File: config.mk
export PLATFORM = sky130hd
export DESIGN_NAME = warp_scheduler
export DESIGN_NICKNAME = d
export VERILOG_FILES = /design/src/rtl/gpu_pkg.sv /design/src/rtl/pc_min_select.sv /design/src/rtl/warp_scheduler.sv
export SDC_FILE = /design/constraint.sdc
export NUM_CORES = 1
export LEC_CHECK = 0
export CORE_MARGIN = 8
export CORE_UTILIZATION = 45
export DETAILED_ROUTE_END_ITERATION = 8
export DONT_BUFFER_PORTS = 1
export PLACE_DENSITY = 0.58
export SETUP_SLACK_MARGIN = 0.2
export SLEW_MARGIN = 10
export SYNTH_ARGS = -nofsm -noshare
export SYNTH_HDL_FRONTEND = slang
export SYNTH_HIERARCHICAL = 1
export SYNTH_SLANG_ARGS = --single-unit
export TNS_END_PERCENT = 100
File: constraint.sdc
create_clock -name clk -period 8.7 [get_ports clk]
set_input_delay 1.74 -clock clk [delete_from_list [all_inputs] [get_ports clk]]
set_output_delay 1.74 -clock clk [all_outputs]
set_load 0.01 [all_outputs]
File: src/rtl/gpu_pkg.sv
// Shared core sequencer definitions.
// The state encoding is also decoded by the pc, fetcher and LSU blocks, so the
// values below must not change.
package gpu_pkg;

   typedef enum logic [2:0] {
      CORE_IDLE    = 3'b000,
      CORE_FETCH   = 3'b001,
      CORE_DECODE  = 3'b010,
      CORE_REQUEST = 3'b011,
      CORE_WAIT    = 3'b100,
      CORE_EXECUTE = 3'b101,
      CORE_UPDATE  = 3'b110,
      CORE_DONE    = 3'b111
   } core_state_t;

endpackage

File: src/rtl/pc_min_select.sv
// Minimum-PC selector for divergent warps (purely combinational).
// Ports:
//   cand  - packed per-lane candidate PCs, lane i at [i*AW +: AW]
//   live  - lanes that take part in the selection
//   sel   - smallest candidate PC among live lanes (0 when no lane is live)
//   match - live lanes whose candidate equals sel
module pc_min_select #(
   parameter int unsigned LANES = 4,
   parameter int unsigned AW    = 8
) (
   input  logic [LANES*AW-1:0] cand,
   input  logic [LANES-1:0]    live,
   output logic [AW-1:0]       sel,
   output logic [LANES-1:0]    match
);

   logic found;

   // Linear unsigned min-reduction over the live lanes.
   always_comb begin
      sel   = '0;
      found = 1'b0;
      for (int i = 0; i < int'(LANES); i++) begin
         if (live[i] && (!found || (cand[i*AW +: AW] < sel))) begin
            sel   = cand[i*AW +: AW];
            found = 1'b1;
         end
      end
   end

   // Lanes sitting at the minimum PC are issued together; equal PCs reconverge.
   always_comb begin
      match = '0;
      for (int i = 0; i < int'(LANES); i++) begin
         match[i] = live[i] && (cand[i*AW +: AW] == sel);
      end
   end

endmodule

File: src/rtl/warp_scheduler.sv
// Per-core instruction sequencer with branch-divergence handling.
// Ports:
//   clk, reset    - clock, synchronous active-high reset
//   start         - launch the block while idle
//   thread_count  - number of enabled threads (clamped to THREADS_PER_BLOCK)
//   fetch_done    - instruction for current_pc delivered
//   lsu_waiting   - per-lane outstanding memory request
//   decoded_ret   - current instruction is RET
//   next_pc       - packed per-lane next PC, valid during UPDATE
//   core_state    - sequencer state, decoded by the per-lane units
//   current_pc    - PC being issued
//   thread_mask   - lanes executing the current instruction
//   done          - every thread has retired
module warp_scheduler
   import gpu_pkg::*;
#(
   parameter int THREADS_PER_BLOCK     = 4,
   parameter int PROGRAM_MEM_ADDR_BITS = 8
) (
   input  logic                                             clk,
   input  logic                                             reset,
   input  logic                                             start,
   input  logic [$clog2(THREADS_PER_BLOCK):0]               thread_count,
   input  logic                                             fetch_done,
   input  logic [THREADS_PER_BLOCK-1:0]                     lsu_waiting,
   input  logic                                             decoded_ret,
   input  logic [THREADS_PER_BLOCK*PROGRAM_MEM_ADDR_BITS-1:0] next_pc,
   output logic [2:0]                                       core_state,
   output logic [PROGRAM_MEM_ADDR_BITS-1:0]                 current_pc,
   output logic [THREADS_PER_BLOCK-1:0]                     thread_mask,
   output logic                                             done
);

   localparam int unsigned T   = THREADS_PER_BLOCK;
   localparam int unsigned AW  = PROGRAM_MEM_ADDR_BITS;
   localparam int unsigned TCW = $clog2(THREADS_PER_BLOCK) + 1;

   core_state_t     state_q, state_d;
   logic [T-1:0]    live_q, live_d;
   logic [T*AW-1:0] parked_q, parked_d;
   logic [AW-1:0]   pc_q, pc_d;
   logic [T-1:0]    mask_q, mask_d;
   logic            done_q, done_d;

   logic [TCW-1:0]  n_c;
   logic [T-1:0]    start_mask_c;
   logic            stall_c;
   logic [T*AW-1:0] cand_c;
   logic [T-1:0]    live_next_c;
   logic [AW-1:0]   sel_c;
   logic [T-1:0]    match_c;

   // Launch mask: lanes [n-1:0] with n clamped to the lane count.
   always_comb begin
      n_c = (thread_count > TCW'(T)) ? TCW'(T) : thread_count;
      start_mask_c = '0;
      for (int i = 0; i < int'(T); i++) begin
         start_mask_c[i] = TCW'(i) < n_c;
      end
   end

   // Only issued lanes can hold the warp in WAIT.
   assign stall_c = |(lsu_waiting & mask_q);

   // Issued lanes advance to their computed PC; parked lanes keep theirs.
   always_comb begin
      for (int i = 0; i < int'(T); i++) begin
         cand_c[i*AW +: AW] = mask_q[i] ? next_pc[i*AW +: AW] : parked_q[i*AW +: AW];
      end
   end

   assign live_next_c = live_q & ~(decoded_ret ? mask_q : '0);

   pc_min_select #(
      .LANES (T),
      .AW    (AW)
   ) u_min_sel (
      .cand  (cand_c),
      .live  (live_next_c),
      .sel   (sel_c),
      .match (match_c)
   );

   // State and datapath registers.
   always_ff @(posedge clk) begin
      if (reset) begin
         state_q  <= CORE_IDLE;
         live_q   <= '0;
         parked_q <= '0;
         pc_q     <= '0;
         mask_q   <= '0;
         done_q   <= 1'b0;
      end else begin
         state_q  <= state_d;
         live_q   <= live_d;
         parked_q <= parked_d;
         pc_q     <= pc_d;
         mask_q   <= mask_d;
         done_q   <= done_d;
      end
   end

   // Next-state logic.
   always_comb begin
      state_d = state_q;
      case (state_q)
         CORE_IDLE:    if (start) state_d = (n_c == '0) ? CORE_DONE : CORE_FETCH;
         CORE_FETCH:   if (fetch_done) state_d = CORE_DECODE;
         CORE_DECODE:  state_d = CORE_REQUEST;
         CORE_REQUEST: state_d = CORE_WAIT;
         CORE_WAIT:    if (!stall_c) state_d = CORE_EXECUTE;
         CORE_EXECUTE: state_d = CORE_UPDATE;
         CORE_UPDATE:  state_d = (live_next_c == '0) ? CORE_DONE : CORE_FETCH;
         CORE_DONE:    state_d = CORE_DONE;
         default:      state_d = CORE_IDLE;
      endcase
   end

   // Datapath register updates on launch and at the end of each instruction.
   always_comb begin
      live_d   = live_q;
      parked_d = parked_q;
      pc_d     = pc_q;
      mask_d   = mask_q;
      done_d   = done_q;
      case (state_q)
         CORE_IDLE: begin
            if (start) begin
               if (n_c == '0) begin
                  done_d = 1'b1;
               end else begin
                  live_d   = start_mask_c;
                  mask_d   = start_mask_c;
                  pc_d     = '0;
                  parked_d = '0;
               end
            end
         end
         CORE_UPDATE: begin
            parked_d = cand_c;
            live_d   = live_next_c;
            if (live_next_c == '0) begin
               done_d = 1'b1;
               mask_d = '0;
            end else begin
               pc_d   = sel_c;
               mask_d = match_c;
            end
         end
         default: ;
      endcase
   end

   assign core_state  = state_q;
   assign current_pc  = pc_q;
   assign thread_mask = mask_q;
   assign done        = done_q;

endmodule

==> results of run 1 <==
-- what timing repair did --
| item | 4_1_cts | 5_1_grt |
|---|---|---|
| resized for setup | 0 | 9 |
| hold buffers | 0 | 0 |
| setup endpoints to repair | 0 | 4 |
-- layer usage --
layer	vias to the layer above	wire, µm	global-route usage
met1	1965	5980	0.272
met5	-	0	0
met3	20	1040	0.0411
met2	156	6400	0.335
li1	1962	-	-
met4	0	290	0.0648
-- how the worst max path moves through the flow --
stage	start	end	slack (ns)
2_1_floorplan	decoded_ret	thread_mask[2]	0.63
3_3_place_gp	decoded_ret	thread_mask[0]	0.27
3_5_place_dp	decoded_ret	thread_mask[0]	-0.03
4_1_cts	decoded_ret	thread_mask[0]	0.28
5_1_grt	decoded_ret	thread_mask[1]	0.26
6_report	decoded_ret	thread_mask[2]	0.61
-- state kept, by name, summed over array words and instances, names as in the netlist --
| register | count |
|---|---|
| core_state | 3 |
| current_pc | 8 |
| done | 1 |
| live_q | 4 |
| parked_q | 32 |
| thread_mask | 4 |
-- worst max-delay path, delay by kind of cell --
family / cells / cell delay, ns
AND/OR/NAND/NOR: 12 / 2.67
AO/OA/AOI/OAI: 9 / 1.80
adder cells (fa/ha/maj): 3 / 0.95
buffers and inverters: 5 / 0.86
multiplexers: 1 / 0.30
-- cells in the final DEF, fill, tap and decap left out, types with 3 or more instances in the layout --
cell,count
nand4_1,6
a22oi_1,34
nand3b_1,3
inv_1,39
buf_4,15
and2_1,4
nor3_1,12
clkbuf_8,5
ha_1,21
o211ai_1,5
mux2i_1,8
nand2b_1,5
nand2_1,43
mux2_2,37
xnor2_1,21
nand3_1,12
a21bo_2,4
a31oi_1,10
or4_1,3
a21oi_1,20
a221oi_1,4
dfxtp_1,52
a221o_1,5
o21ai_0,14
xor2_1,7
or3_1,4
o2111ai_1,3
a21o_1,8
o22ai_1,5
a211oi_1,5
nor2_1,59
-- kinds of logic (layout without fill, tap and decap cells) --
family                     Yosys count  count (layout)  synth area share
adders and majority gates           21              21            0.0602
AOI/OAI and AO/OA                  151             151             0.261
xor gates and xnor gates            28              28            0.0562
DFF                                 52              52             0.239
muxes                               46              46             0.116
buffers and inverters               68              63            0.0717
and+or+nand+nor                    173             173             0.197
-- power by group through the flow --
stage,clock (mW),sequential (mW),combinational [mW]
6_report,0.208,0.269,0.384
5_1_grt,0.224,0.272,0.415
2_1_floorplan,0,0.259,0.299
4_1_cts,0.213,0.270,0.370
3_5_place_dp,0,0.275,0.368
3_3_place_gp,0,0.275,0.364
-- area by class of cell --
class	instances	area, µm²	area share
clock inverter	3	68.8	0.0148
multi-input combinational	419	3040	0.654
clock buffer	5	68.8	0.0148
timing repair buffer	15	113	0.0242
tap	133	166	0.0358
sequential	52	1040	0.224
inverter	40	154	0.0331
-- stage by stage --
step / hold slack, ns / util / instance area (µm²) / setup slack, ns
4_1_cts: 0.451 / 0.481 / 4620 / 0.275
3_5_place_dp: 0.436 / 0.467 / 4480 / -0.0303
3_3_place_gp: 0.430 / 0.467 / 4480 / 0.265
6_report: 0.450 / 0.485 / 4650 / 0.609
2_1_floorplan: 0.427 / - / 4360 / 0.629
5_1_grt: 0.478 / 0.485 / 4650 / 0.264
==> metrics.txt, run 1 <==
P_leak 1.75 nW; CP peak stage delay 0.52 ns; hold crit path type flip-flop to flip-flop; combinational share of power 0.446; RSZ-0062 raised after global routing false; diode count 0; Total GRT Usage 0.208; WL/cell 20.5 µm; share of flip-flops with an asynchronous set or reset 0; root buffer cell clkbuf_8; status complete, no violations; clk sinks 52; DRC 0; RR Startpoint thread_mask[0]; EDFF count, synth 0; DR pass1 iterations 5; Max Cap Viol 0; reg2reg end thread_mask[2]; Sequential Power Share 0.313; Tmin final 8.09 ns; Top cell by count, worst path ha_1; htree depth 2; # fillers 976; Slew @ Worst Pin 1.12 ns; Post-Route WL 13700 µm; largest net degree at the start of global routing 54; startpoint types input port; final hold violations 0; most frequent cell after synthesis nor2_1; CTS buffer count 5; worst hold endpoint live_q[2]; CTS tree yes; Die Y 114 µm; Max Root-Sink Buffers 2; clock power share 0.242; Synth area leader dfxtp_1; layout cells sized above 1 0.165; Synth Area per Inst 8.10 µm²; most instantiated cells after synthesis 60 x nor2_1, 52 x dfxtp_1, 43 x nand2_1; Data arrival, critical path 8.33 ns; Final GP Congestion 0.955; Via Count 4103; Int Power 519 µW; Non-Filler Instances 667; total gr overflow 0; power per cell area 185 mW/mm²; min-delay src live_q[2]; Final nets 598; slowest CP cell or4_1; crit end category flip-flop; synthesized area 0.00436 mm²; vias in the first global route 3858; Synth Instances 539; Worst Path Max Fanout 15; fin crit share 0.930; initial core utilization 0.455; half-perimeter wire length after placement 10400 µm; Synth top area share 0.239; # setup viols final 0; Yosys cell types 76; initial antenna violation count 0; # placed instances 659; worst skew pair latency 0.32 ns; worst path required time 8.94 ns; Switching Share 0.397; Yosys reg bits 52; DRT antenna net count 0; Clock transition at path regs 0.10 ns; Min-Delay Path Depth 2; first-pass GRT wire length 21500 µm; port bufs 0; synth top area cells dfxtp_1 24%, mux2_2 9.5%, ha_1 6.0%; Die Width 114 µm; DRT iter0 DRCs 415; Die Footprint 0.0131 mm²; cell row count 36; syn_nets 604; io pins 60; Vias/cell 6.15; prevailing post-synth register cell dfxtp_1; TNS Setup 0 ns; Worst Clk Skew 0.00919 ns; post-synthesis sequential area ratio 0.239; Area Overhead vs Synth 6.62%; Rel. slew slack 0.246; post-CTS setup buffers 0; internal reg-to-reg setup slack 1.18 ns; total power 861 µW; WS Path Type input port to flip-flop; Pins Over Slew Limit 0; switching component of the power 342 µW; number of warnings issued by yosys 6; fmax 0.124 GHz; Worst R2R Path Depth 30; largest vdd supply drop 0.0000744 V; core footprint 0.00959 mm²
Note: power is estimated with default switching activity, not from simulation.
==> run 2: changes to the inputs <==
--- a/config.mk
+++ b/config.mk
@@ -5,11 +5,14 @@
 export SDC_FILE = /design/constraint.sdc
 export NUM_CORES = 1
 export LEC_CHECK = 0
+export CAP_MARGIN = 20
 export CORE_MARGIN = 8
 export CORE_UTILIZATION = 45
+export CTS_CLUSTER_SIZE = 40
 export DETAILED_ROUTE_END_ITERATION = 8
 export DONT_BUFFER_PORTS = 1
 export PLACE_DENSITY = 0.58
+export RECOVER_POWER = 50
 export SETUP_SLACK_MARGIN = 0.2
 export SLEW_MARGIN = 10
 export SYNTH_ARGS = -nofsm -noshare
==> metrics.txt, run 2 (same netlist as run 1, synthesis figures left out) <==
crit end category flip-flop; failing checks max-capacitance violations, max-slew violations; RR Startpoint thread_mask[0]; slowest CP cell or4_1; half-perimeter wire length after placement 10400 µm (unchanged); post-CTS setup buffers 0 (unchanged); WL/cell 20.5 µm (-0.26%); Die Footprint 0.0131 mm² (unchanged); WS Path Type input port to flip-flop; core footprint 0.00959 mm² (unchanged); Int Power 520 µW (+0.15%); Worst Clk Skew 0.00815 ns (-0.00103 ns); htree depth 2 (unchanged); combinational share of power 0.447 (about the same); Worst R2R Path Depth 29 (-3.3%); DRT antenna net count 0 (unchanged); Top cell by count, worst path ha_1; CTS tree yes; vias in the first global route 3858 (unchanged); Slew @ Worst Pin 1.64 ns (+0.527 ns); Vias/cell 6.19 (+0.55%); Sequential Power Share 0.312 (about the same); clock power share 0.241 (about the same); max reg flops 32 (unchanged); DRC 0 (unchanged); total gr overflow 0 (unchanged); startpoint types input port; Switching Share 0.398 (+0.000696); worst hold endpoint live_q[2]; Worst Path Max Fanout 15 (unchanged); internal reg-to-reg setup slack 1.16 ns (-0.02 ns); Area Overhead vs Synth 6.59% (about the same); port bufs 0 (unchanged); Die Y 114 µm (unchanged); Max Cap Viol 1 (+1); TNS Setup 0 ns (unchanged); switching component of the power 343 µW (+0.44%); Min-Delay Path Depth 2 (unchanged); DR pass1 iterations 5 (unchanged); Post-Route WL 13700 µm (about the same); CP Launch Point decoded_ret; CTS buffer count 5 (unchanged); io pins 60 (unchanged); met3 usage 0.0411 (unchanged); fin util 0.485 (about the same); worst path required time 8.94 ns (about the same); fmax 0.123 GHz (-0.34%); Die Width 114 µm (unchanged); reg2reg end thread_mask[2]; CP peak stage delay 0.52 ns (about the same); first-pass GRT wire length 21500 µm (unchanged); most common cell after layout, fill and taps aside nor2_1; P_leak 1.75 nW (+0.20%); status finished, violations left; Data arrival, critical path 8.36 ns (+0.03 ns); root buffer cell clkbuf_8; power per cell area 186 mW/mm² (+0.29%); worst skew pair latency 0.31 ns (about the same); largest vdd supply drop 0.0000742 V (-0.25%); Clock transition at path regs 0.11 ns (about the same); most frequent cells in the layout 59 x nor2_1, 52 x dfxtp_1, 43 x nand2_1; layout cells sized above 1 0.164 (-0.000615); hold crit path type flip-flop to flip-flop; cell row count 36 (unchanged); Tmin final 8.12 ns (+0.0273 ns); Total GRT Usage 0.208 (unchanged); largest net degree at the start of global routing 54 (unchanged); Final GP Congestion 0.955 (unchanged); Via Count 4138 (+0.85%); min-delay src live_q[2]; diode count 0 (unchanged); Rel. slew slack -0.0953 (-0.342); GRT met2 Usage 0.335 (unchanged); initial core utilization 0.455 (unchanged); Pins Over Slew Limit 20 (+20); Max Root-Sink Buffers 2 (unchanged); # setup viols final 0 (unchanged); RSZ-0062 raised after global routing false; Worst Hold Slack 0.451 ns (+0.00109 ns); GR Util met1 0.272 (unchanged); DRT iter0 DRCs 470 (+13%); register with the most flip-flops parked_q; initial antenna violation count 0 (unchanged); fin crit share 0.933 (+0.00314); Final nets 600 (+0.33%); clk sinks 52 (unchanged); GRT busiest layer met2; final hold violations 0 (unchanged)
run 2: changes by cell type in the layout (fill, tap and decap cells not counted):
cell       delta
clkbuf_4      +1
a21oi_1       +1
a2111oi_2     +1
nor4_2        -1
nor4_1        +1
clkbuf_1      +1
a2111oi_1     -1
a21oi_4       -1
run 2: power groups by stage:
stage               Combinational (mW)  Sequential [mW]  Clock, mW
finish                           0.386            0.269      0.208
global route                     0.416            0.272      0.224
CTS                              0.370            0.270      0.213
detailed placement               0.368            0.275          0
global placement                 0.364            0.275          0
floorplan                        0.299            0.259          0
run 2: metal layers:
metal	part of all wire	vias to the layer above
met5	0	-
met2	0.47	163
li1	-	1969
met1	0.44	1990
met3	0.073	16
met4	0.018	0
run 2: worst max-delay path by stage:
stage	endpoint	slack (ns)	depth (start not counted)
after floorplan	thread_mask[2]	0.63	30
after global placement	thread_mask[0]	0.27	31
after detailed placement	thread_mask[0]	-0.03	31
after CTS	thread_mask[0]	0.28	31
after global routing	thread_mask[1]	0.23	32
final	thread_mask[2]	0.58	29
run 2: area by class of cell:
| cell class | instances | area (µm²) |
|---|---|---|
| Fill cell | 978 | 4940 |
| Sequential cell | 52 | 1040 |
| Inverter | 40 | 154 |
| Clock buffer | 5 | 68.8 |
| Tap cell | 133 | 166 |
| Timing Repair Buffer | 17 | 124 |
| Multi-Input combinational cell | 419 | 3030 |
| Clock inverter | 3 | 68.8 |
run 2: what timing repair did:
item	in CTS	in global routing
hold buffers	0	0
resized for setup	0	10
setup endpoints to repair	0	4
run 2: critical path: cells and delay by family:
family / cells / cell delay (ns)
compound gates: 10 / 2.03
fa+ha+maj: 3 / 0.88
buf+inv: 4 / 0.62
mux: 1 / 0.30
simple gates: 11 / 2.80
run 2: per-stage QoR:
| step | cell area [µm²] | cells | power, mW | setup WS [ns] |
|---|---|---|---|---|
| 6_report | 4650 | 669 | 0.863 | 0.582 |
| 3_5_place_dp | 4480 | 659 | 0.644 | -0.0303 |
| 2_1_floorplan | 4360 | 539 | 0.558 | 0.629 |
| 4_1_cts | 4620 | 667 | 0.853 | 0.275 |
| 3_3_place_gp | 4480 | 659 | 0.639 | 0.265 |
| 5_1_grt | 4650 | 669 | 0.912 | 0.229 |
==> run 3: changes to the inputs <==
--- a/config.mk
+++ b/config.mk
@@ -5,13 +5,14 @@
 export SDC_FILE = /design/constraint.sdc
 export NUM_CORES = 1
 export LEC_CHECK = 0
+export ABC_CLOCK_PERIOD_IN_PS = 8700
 export CAP_MARGIN = 20
 export CORE_MARGIN = 8
-export CORE_UTILIZATION = 45
+export CORE_UTILIZATION = 30
 export CTS_CLUSTER_SIZE = 40
 export DETAILED_ROUTE_END_ITERATION = 8
 export DONT_BUFFER_PORTS = 1
-export PLACE_DENSITY = 0.58
+export PLACE_DENSITY = 0.42
 export RECOVER_POWER = 50
 export SETUP_SLACK_MARGIN = 0.2
 export SLEW_MARGIN = 10
==> metrics.txt, run 3 (same netlist as run 1, synthesis figures left out) <==
layout cells sized above 1 0.180 (+0.0155); Via Count 4007 (-3.2%); fin crit share 0.917 (-0.0157); initial antenna violation count 0 (unchanged); switching component of the power 353 µW (+2.9%); FF+latch area 0.00104 mm² (unchanged); port bufs 0 (unchanged); final hold violations 0 (unchanged); Worst Hold Slack 0.448 ns (-0.00270 ns); Worst Path Max Fanout 12 (-3); DR pass1 iterations 4 (-1); Die Footprint 0.0187 mm² (+42%); initial core utilization 0.304 (-0.151); Final nets 604 (+0.67%); Switching Share 0.406 (+0.00831); half-perimeter wire length after placement 11500 µm (+10%); Rel. slew slack -0.0111 (+0.0842); Worst Clk Skew 0.00424 ns (-0.00392 ns); Max Root-Sink Buffers 2 (unchanged); most frequent cells in the layout 59 x nor2_1, 52 x dfxtp_1, 43 x nand2_1; vias in the first global route 4001 (+3.7%); Post-Route WL 14900 µm (+8.3%); Sequential Power Share 0.310 (-0.002); RSZ-0062 raised after global routing false; slowest CP cell a2111oi_2; DRT iter0 DRCs 231 (-51%); crit end category flip-flop; max reg flops 32 (unchanged); multi-input gate area in the final layout 0.00303 mm² (+0.12%); Pins Over Slew Limit 17 (-15%); fmax 0.125 GHz (+1.7%); WL/cell 20.5 µm (+0.10%); P_leak 1.78 nW (+1.5%); Int Power 517 µW (-0.59%); clock power share 0.234 (-0.007); Tmin final 7.98 ns (-0.137 ns); hold crit path type flip-flop to flip-flop; WS Path Type input port to flip-flop; startpoint types input port; Die Width 137 µm (+19%); largest vdd supply drop 0.0000803 V (+8.1%); total power 870 µW (+0.80%); power per cell area 183 mW/mm² (-1.4%); CTS tree yes; setup ws final 0.719 ns (+0.137 ns); internal reg-to-reg setup slack 1.30 ns (+0.14 ns); diode count 0 (unchanged); Final GP Congestion 0.881 (-7.8%); Data arrival, critical path 8.21 ns (-0.15 ns); io pins 60 (unchanged); Die Y 137 µm (+19%); # fillers 1537 (+57%); pre-CTS setup slack -0.152 ns (-0.122 ns); most common cell after layout, fill and taps aside nor2_1; CTS buffer count 5 (unchanged); clk sinks 52 (unchanged); hold_buf cts 0 (unchanged); core footprint 0.0144 mm² (+50%); Top cell by count, worst path ha_1; status finished, violations left; cell row count 44 (+22%); first-pass GRT wire length 23500 µm (+9.3%); worst path required time 8.93 ns (about the same); register with the most flip-flops parked_q; total gr overflow 0 (unchanged); Vias/cell 5.53 (-11%); Max Cap Viol 1 (unchanged); worst skew pair latency 0.30 ns (about the same); CP peak stage delay 0.52 ns (about the same); Slew @ Worst Pin 1.52 ns (-0.126 ns); DRC 0 (unchanged); Clock transition at path regs 0.07 ns (-0.04 ns); Total GRT Usage 0.163 (-0.0450); combinational share of power 0.456 (+0.009); failing checks max-capacitance violations, max-slew violations; root buffer cell clkbuf_16; # setup viols final 0 (unchanged); DRT antenna net count 0 (unchanged); Area Overhead vs Synth 9.00%; htree depth 2 (unchanged); largest net degree at the start of global routing 54 (unchanged)
-- run 3: cell count changes in the layout (fill, tap and decap cells not counted), sizes merged --
cell / before / now
bufinv: 2 / 0
clkbuf: 7 / 5
inv: 40 / 39
clkinv: 0 / 3
buf: 15 / 21
-- run 3: layout make-up --
type | count | share of cell area
Sequential cell | 52 | 0.219
Timing Repair Buffer | 21 | 0.0326
Clock inverter | 3 | 0.00395
Multi-Input combinational cell | 419 | 0.638
Tap cell | 184 | 0.0484
Clock buffer | 5 | 0.0263
Inverter | 40 | 0.0324
-- run 3: critical path, delay by kind of cell --
family	cells	cell delay, ns
compound gates	11	2.59
fa+ha+maj	3	0.90
buf+inv	5	0.74
mux	2	0.48
simple gates	10	1.73
-- run 3: what timing repair did --
action,4_1_cts,5_1_grt
endpoints found under the hold margin,0,0
setup endpoints to repair,1,4
pin swaps,0,0
gates resized for setup,1,9
buffers inserted,0,1
-- run 3: path summary, 6_finish.rpt --
| path | from | to | depth (start not counted) |
|---|---|---|---|
| worst min register to register | live_q[2] | live_q[2] | 2 |
| worst max register to register | thread_mask[0] | thread_mask[0] | 31 |
| worst min-delay path | live_q[2] | live_q[2] | 2 |
| worst max-delay path | decoded_ret | thread_mask[0] | 31 |
-- run 3: per-stage QoR --
stage	utilization	TNS, ns	instances	area, µm²
after CTS	0.329	0	722	4720
after detailed placement	0.318	-0.152	714	4580
after global placement	0.318	-0.0386	714	4580
after global routing	0.331	0	724	4760
final	0.331	0	724	4760
after floorplan	-	0	539	4360
-- run 3: power groups by stage --
stage          combinational [mW]  sequential, mW  clock, mW
2_1_floorplan               0.299           0.259          0
3_3_place_gp                0.383           0.276          0
3_5_place_dp                0.385           0.277          0
4_1_cts                     0.387           0.271      0.213
5_1_grt                     0.435           0.274      0.222
6_report                    0.396           0.270      0.204
-- run 3: metal layers --
metal | routed length, µm | GRT usage | up-vias | part of all wire
met5 | 0 | 0 | - | 0
met4 | 361 | 0.0574 | 0 | 0.024
met3 | 883 | 0.0385 | 20 | 0.059
met2 | 6760 | 0.256 | 97 | 0.45
met1 | 6850 | 0.213 | 1914 | 0.46
li1 | - | - | 1976 | -
